## src/rtl/pc_sequencer_pkg.sv

```systemverilog
// pc_sequencer_pkg: shared branch codes, sequencer state encodings and default widths.
package pc_sequencer_pkg;
    localparam logic [1:0] BRANCH_EQ = 2'b00;
    localparam logic [1:0] BRANCH_LT = 2'b01;
    localparam logic [1:0] BRANCH_GT = 2'b10;
    localparam int REG_DATA_WIDTH = 16;
    localparam int DEFAULT_ADDR_WIDTH = 16;

    typedef enum logic [1:0] {
        PCS_BOOT   = 2'b00,
        PCS_RUN    = 2'b01,
        PCS_HALTED = 2'b10
    } pcs_e;
endpackage

```

## src/rtl/pc_sequencer_branch_target_adder.sv

```systemverilog
// branch_target_adder: PC-relative target = pc + 1 + sign-extended offset, modulo 2^ADDR_WIDTH.
module branch_target_adder #(
    parameter int ADDR_WIDTH   = 16,
    parameter int OFFSET_WIDTH = 8
) (
    input  logic [ADDR_WIDTH-1:0]   pc_i,
    input  logic [OFFSET_WIDTH-1:0] offset_i,
    output logic [ADDR_WIDTH-1:0]   target_o
);
    assign target_o = pc_i + ADDR_WIDTH'(1) + ADDR_WIDTH'($signed(offset_i));
endmodule

```

## src/rtl/pc_sequencer.sv

```systemverilog
// pc_sequencer: fetch PC sequencer with branch/jump redirect, one-cycle flush and
// saturating branch statistics; every output is a flop.
module pc_sequencer
    import pc_sequencer_pkg::*;
#(
    parameter int                    ADDR_WIDTH   = DEFAULT_ADDR_WIDTH,
    parameter int                    OFFSET_WIDTH = 8,
    parameter logic [ADDR_WIDTH-1:0] RESET_VECTOR = '0,
    parameter int                    COUNT_WIDTH  = 16
) (
    input  logic                    clk,
    input  logic                    reset_n,
    input  logic                    stall,
    input  logic                    halt,
    input  logic                    branch_valid,
    input  logic                    branch,
    input  logic [ADDR_WIDTH-1:0]   branch_pc,
    input  logic [OFFSET_WIDTH-1:0] branch_offset,
    input  logic                    jump,
    input  logic [ADDR_WIDTH-1:0]   jump_target,
    output logic [ADDR_WIDTH-1:0]   pc,
    output logic                    pc_valid,
    output logic                    flush,
    output logic [COUNT_WIDTH-1:0]  branch_count,
    output logic [COUNT_WIDTH-1:0]  taken_count
);
    pcs_e                   state_q, state_d;
    logic [ADDR_WIDTH-1:0]  pc_q, pc_d, branch_target;
    logic                   pc_valid_q, pc_valid_d, flush_q, flush_d;
    logic [COUNT_WIDTH-1:0] branch_count_q, branch_count_d, taken_count_q, taken_count_d;
    logic                   run, taken, redirect, advance;

    branch_target_adder #(
        .ADDR_WIDTH  (ADDR_WIDTH),
        .OFFSET_WIDTH(OFFSET_WIDTH)
    ) u_target (
        .pc_i    (branch_pc),
        .offset_i(branch_offset),
        .target_o(branch_target)
    );

    always_comb begin
        run            = state_q == PCS_RUN;
        taken          = branch_valid && branch;
        redirect       = taken || jump;
        advance        = run && !halt;
        state_d        = (state_q == PCS_BOOT) ? PCS_RUN : (run && halt) ? PCS_HALTED : state_q;
        pc_valid_d     = state_d == PCS_RUN;
        // A taken branch outranks a simultaneous jump; a redirect overrides stall.
        pc_d           = !advance ? pc_q : taken ? branch_target : jump ? jump_target :
                         stall ? pc_q : pc_q + ADDR_WIDTH'(1);
        flush_d        = advance && redirect;
        branch_count_d = (run && branch_valid && !(&branch_count_q)) ?
                         branch_count_q + COUNT_WIDTH'(1) : branch_count_q;
        taken_count_d  = (run && taken && !(&taken_count_q)) ?
                         taken_count_q + COUNT_WIDTH'(1) : taken_count_q;
    end

    always_ff @(posedge clk or negedge reset_n) begin
        if (!reset_n) begin
            state_q        <= PCS_BOOT;
            pc_q           <= RESET_VECTOR;
            pc_valid_q     <= 1'b0;
            flush_q        <= 1'b0;
            branch_count_q <= '0;
            taken_count_q  <= '0;
        end else begin
            state_q        <= state_d;
            pc_q           <= pc_d;
            pc_valid_q     <= pc_valid_d;
            flush_q        <= flush_d;
            branch_count_q <= branch_count_d;
            taken_count_q  <= taken_count_d;
        end
    end

    assign pc           = pc_q;
    assign pc_valid     = pc_valid_q;
    assign flush        = flush_q;
    assign branch_count = branch_count_q;
    assign taken_count  = taken_count_q;
endmodule

```

## config.mk

```make
export PLATFORM = sky130hd
export DESIGN_NAME = pc_sequencer
export DESIGN_NICKNAME = d
export VERILOG_FILES = /design/src/rtl/pc_sequencer_pkg.sv /design/src/rtl/pc_sequencer_branch_target_adder.sv /design/src/rtl/pc_sequencer.sv
export SDC_FILE = /design/constraint.sdc
export NUM_CORES = 1
export LEC_CHECK = 0
export ABC_AREA = 1
export CAP_MARGIN = 20
export CORE_MARGIN = 2
export CORE_UTILIZATION = 40
export CTS_BUF_LIST = sky130_fd_sc_hd__clkbuf_16
export DETAILED_ROUTE_END_ITERATION = 16
export HOLD_SLACK_MARGIN = 0.05
export PLACE_DENSITY = 0.63
export SYNTH_ARGS = -nofsm -noshare
export SYNTH_HDL_FRONTEND = slang
export SYNTH_HIERARCHICAL = 1
export SYNTH_SLANG_ARGS = --single-unit
```

## constraint.sdc

```tcl
create_clock -name clk -period 1.7 [get_ports clk]
set_input_delay 0.17 -clock clk [delete_from_list [all_inputs] [get_ports clk]]
set_output_delay 0.17 -clock clk [all_outputs]
set_load 0.02 [all_outputs]
```

# Word level (Yosys, flattened, before mapping)
# Index checks and enable logic that the tools add are counted.
[word_totals] register_bits=52 inputBits=47 output_inout_bits=50 word_cells=35
[op_classes] n_addsub=5 n_eq_ne=3 n_mux=5 reduce_logical=16
[op_table] operator="$add A16 B1 Y16 const B" n=4
[op_table] operator="$mux W16" n=3
[op_table] operator="$reduce_and A16 Y1" n=2
[op_table] operator="$add A16 B16 Y16" n=1
[op_table] operator="$logic_and A1 B1 Y1" n=8
[op_table] operator="$eq A2 B1 Y1 const B" n=2
[op_table] operator="$mux W2" n=2
[op_table] operator="$logic_not A1 Y1" n=3
[op_table] operator="$ne A3 B1 Y1 const B" n=1
[op_table] operator="$logic_not A2 Y1" n=1
[op_table] operator="$reduce_and A2 Y1" n=1
[op_table] operator="$logic_or A1 B1 Y1" n=1

# Longest topological paths before layout
[logic_depth] depth_word=5 depth_mapped=16

# Modules after synthesis
# Netlist, hierarchy kept.
[modules_own_cells] mod="pc_sequencer" n_inst=1 cells_each=496 area_per_inst_um2=3379.5
[modules_own_cells] mod="branch_target_adder" n_inst=1 cells_each=185 area_per_inst_um2=948.4

# Worst setup path before layout
# No wires, ideal clock.
[synth_path] kind="register -> register" startpoint="register taken_count_q[0] (netlist: taken_count[0])" endpoint="register taken_count_q[7] (netlist: taken_count[7])" setup_ns=0.120 arrival_ns=1.561 required_time_ns=1.580 slack_ns=0.018 stages_incl_launch_ff=10 period_less_slack_ns=1.682 path_cell_list="dfrtp_1 > ha_1 > nand3_2 > nor3_2 > nand3_1 > nand2_2 > inv_2 > buf_6 > nand3b_1 > nand2_1"
[synth_between] elab_chain_cells=3 elab_cells_between_ends=4 cone_classes="1 x add/sub; 3 x reduce/logical"
[synth_rtl] item="from (decl)" line_no="pc_sequencer.sv:30" source="logic [COUNT_WIDTH-1:0] branch_count_q, branch_count_d, taken_count_q, taken_count_d;"
[synth_rtl] item="from (signal assigned)" line_no="pc_sequencer.sv:73" source="taken_count_q <= taken_count_d;"
[synth_rtl] item="parallel branches: the longest is 3 deep, another holds $add A16 B1 Y16"
# Several ways; the timed one is not identified.
# A chain may end at the register's enable or synchronous reset.

# Worst setup path in the final report
[layout_path] startpoint="register taken_count_q[0] (netlist: taken_count[0])" endpoint="output port taken_count[0]"
[layout_lines] item="to (decl)" line_no="pc_sequencer.sv:25" source="output logic [COUNT_WIDTH-1:0] taken_count"
# No word-level cell between the ends.

==> metrics.log <==
INFO  metric num-fill-cells = 975
INFO  metric initial_core_util = 41.5%
INFO  metric synth-seq-cells = 52
INFO  metric report.final.setup_viol = 0
INFO  metric tritoncts_num_sinks = 52
INFO  metric type_of_the_worst_min_delay_path = in -> reg
INFO  metric post_synth_inst_count = 681
INFO  metric worstMarginPinSlew = 0.525 ns
INFO  metric die_area = 11700 µm²
INFO  metric drcViolationCount = 0
INFO  metric design.portCount = 97
INFO  metric p_leak = 3.25 nW
INFO  metric grt-ovfl-total = 0
INFO  metric clk_latency_worst_skew_pair = 0.29 ns
INFO  metric starting_drc_count_in_detailed_routing = 200
INFO  metric ff2ff_setup_slack = 0.11 ns
INFO  metric global_route.usage.total = 20.4%
INFO  metric combPwrFrac = 40.9%
INFO  metric power_frac_seq = 34.0%
INFO  metric cts-htree-levels = 2
INFO  metric yosys.area.top_type_share = 30.1%
INFO  metric clk_transition_reported_paths = 0.07 ns
INFO  metric area_of_the_multi_input_gates = 2900 µm²
INFO  metric wl_per_instance = 12.7 µm
INFO  metric tritonroute_pass_1_iters = 4
INFO  metric detail_route.vias_per_cell = 4.84
INFO  metric rr_endpoint = taken_count[7]
INFO  metric antenna_cells = 0
INFO  metric criticalPathCategory = reg -> out
INFO  metric die-width = 108 µm
INFO  metric async_flop_share = 100%
INFO  metric synth.yosys.seq_area_share = 30.1%
INFO  metric timing.fmax = 620 MHz
INFO  metric cts-root-buf = sky130_fd_sc_hd__clkbuf_16
INFO  metric yosys-top-cells-count = 266 x sky130_fd_sc_hd__nand2_1, 86 x sky130_fd_sc_hd__inv_1, 72 x sky130_fd_sc_hd__nor2_1, 52 x sky130_fd_sc_hd__dfrtp_1, 48 x sky130_fd_sc_hd__nand3_1
INFO  metric post-place-ws = -0.525 ns
INFO  metric worst_supply_voltage_drop_on_vdd = 519 µV
INFO  metric grt_start_max_net_pins = 53
INFO  metric cts_max_path_buffers = 2
INFO  metric detailroute.via_count = 4664
INFO  metric final_antenna_violating_net_count = 0
INFO  metric worst_slack = 0.0858 ns
INFO  metric ys_top_cells_by_area = sky130_fd_sc_hd__dfrtp_1 30%, sky130_fd_sc_hd__nand2_1 23%, sky130_fd_sc_hd__inv_1 7.5%
INFO  metric cp-endpoint = taken_count[0]
INFO  metric wl = 12.2 mm
INFO  metric grt_antenna_before_repair = 0
INFO  metric cts_buffers = 5
INFO  metric worstPathArrival = 1.44 ns
INFO  metric total_power = 5.06 mW
INFO  metric startpoint_type = flip-flop
INFO  metric grt_pass1_vias = 4251
INFO  metric crit_path_end_kind = primary output
INFO  metric switchingPower = 1.81 mW
INFO  metric skew = 0.00859 ns
INFO  metric gp_routability_congestion = 0.900
INFO  metric postSynthAreaPerCell = 6.36 µm²
INFO  metric final_period_minus_worst_setup_slack = 1.61 ns
INFO  metric final-max-slew-violation-count = 0
INFO  metric timing.slew.headroom = 64.7%
INFO  metric synth_top_area_cell = sky130_fd_sc_hd__dfrtp_1
INFO  metric yosysUniqueCellTypes = 36
INFO  metric ys.flop_type = sky130_fd_sc_hd__dfrtp_1
INFO  metric sequential_cell_area = 1300 µm²
INFO  metric fp.dieH = 108 µm
INFO  metric run_status = finished, final reports clean
INFO  metric io_buffer_count = 96
INFO  metric p_int = 3.25 mW
INFO  metric dpl.hpwl = 9.35 mm
INFO  metric first_pass_grt_wire_length = 19.4 mm
INFO  metric layout-drive-gt1-share = 16.4%
INFO  metric cap_viol_max_count = 0
INFO  metric synth_enable_flop_cells = 0
INFO  metric top_count_cell_post_synth = sky130_fd_sc_hd__nand2_1
INFO  metric num-nets-final = 893
INFO  metric synthesized_area = 4330 µm²
INFO  metric tritoncts_clock_tree = built
INFO  metric path_max_fanout = 5
INFO  metric finalHoldViolations = 0
INFO  metric synthesis.yosys.warnings = 6
INFO  metric final.period_utilization = 95.0%
INFO  metric worstRegToRegCells = 9
INFO  metric worstPathRequired = 1.53 ns
INFO  metric core-area = 10400 µm²
INFO  metric row_count = 37
INFO  metric power_switching_share = 35.8%
INFO  metric final.setup.tns = 0 ns
INFO  metric crit_start = taken_count[0]
INFO  metric r2r_start = taken_count[0]
INFO  metric share_of_total_power_in_the_clock_network = 25.1%
INFO  metric area.growth.synth_to_final = 46.1%
INFO  metric synth_fp_nets = 747
INFO  metric power.density_cell_area = 800 nW/µm²
## sequential cells by signal, indices dropped and copies added, names as in the netlist
name and flops:
branch_count 16, flush 1, pc 16, pc_valid 1
state_q 2, taken_count 16
## power by group through the flow
stage               registers, mW  clock network [mW]  logic, mW
floorplan                    1.93                   0      0.799
global placement             1.72                   0       1.91
detailed placement           1.73                   0       1.94
CTS                          1.71                1.30       1.97
global route                 1.75                1.35       2.29
finish                       1.72                1.27       2.07
## layout by cell type, fill, tap and decap left out, types with 9 or more instances in the layout
cell	instances
sky130_fd_sc_hd__o21ai_0	12
sky130_fd_sc_hd__a21oi_1	9
sky130_fd_sc_hd__xor2_1	24
sky130_fd_sc_hd__xnor2_1	9
sky130_fd_sc_hd__nor2_1	69
sky130_fd_sc_hd__dfrtp_1	52
sky130_fd_sc_hd__nand2_2	14
sky130_fd_sc_hd__buf_4	51
sky130_fd_sc_hd__ha_4	13
sky130_fd_sc_hd__dlymetal6s2s_1	17
sky130_fd_sc_hd__inv_1	83
sky130_fd_sc_hd__nand3_1	45
sky130_fd_sc_hd__clkdlybuf4s50_1	75
sky130_fd_sc_hd__nand2_1	255
## final cells by class
type / instances / share of cell area, %
flip-flops and latches: 52 / 20.6
repair buffers: 150 / 22.4
well taps: 136 / 2.69
inverters: 93 / 5.56
clock inverters: 2 / 0.950
clock buffers: 5 / 1.98
multi-input cells: 525 / 45.8
## logic make-up (layout without fill, tap and decap cells)
family,count (synthesis),count (layout),share of synthesized area [%]
xor+xnor,33,33,6.68
fa+ha+maj,19,19,5.67
buf+inv,104,250,9.74
simple gates,425,425,41.3
flops,52,52,30.1
compound gates,48,48,6.59
## layer usage
metal | GRT usage (%) | share of wire [%] | vias up
li1 | - | - | 2410
met4 | 6.50 | 1.6 | 0
met1 | 25.0 | 44 | 2138
met2 | 37.2 | 51 | 104
met3 | 2.11 | 3.2 | 12
met5 | 0 | 0 | -
## through the flow
| stage | util [%] | hold WS (ns) | area (µm²) | std cells |
|---|---|---|---|---|
| finish | 60.7 | 0.361 | 6320 | 963 |
| global route | 60.7 | 0.417 | 6320 | 963 |
| CTS | 57.5 | 0.415 | 5990 | 957 |
| detailed placement | 55.0 | 0.188 | 5730 | 945 |
| global placement | 55.0 | 0.187 | 5730 | 945 |
| floorplan | - | -0.126 | 4330 | 681 |
## timing repair
item	4_1_cts	5_1_grt
gates resized for setup	13	66
hold buffers	1	0
buffers inserted	4	6
endpoints found under the hold margin	52	0
setup endpoints to repair	10	39
pin swaps	13	24
## worst max-delay path: stages, from the launching register on
cell,delay (ns)
sky130_fd_sc_hd__dfrtp_1,0.40
sky130_fd_sc_hd__buf_4,0.16
sky130_fd_sc_hd__clkdlybuf4s50_1,0.60
## how the worst min path moves through the flow
stage,from,to,depth (start not counted)
2_1_floorplan,reset_n,branch_count[0],0
3_3_place_gp,reset_n,branch_count[9],2
3_5_place_dp,reset_n,branch_count[9],2
4_1_cts,reset_n,branch_count[9],3
5_1_grt,branch_offset[0],pc[0],6
6_report,branch_offset[0],pc[0],6
Power figures use the tool's default switching activity.
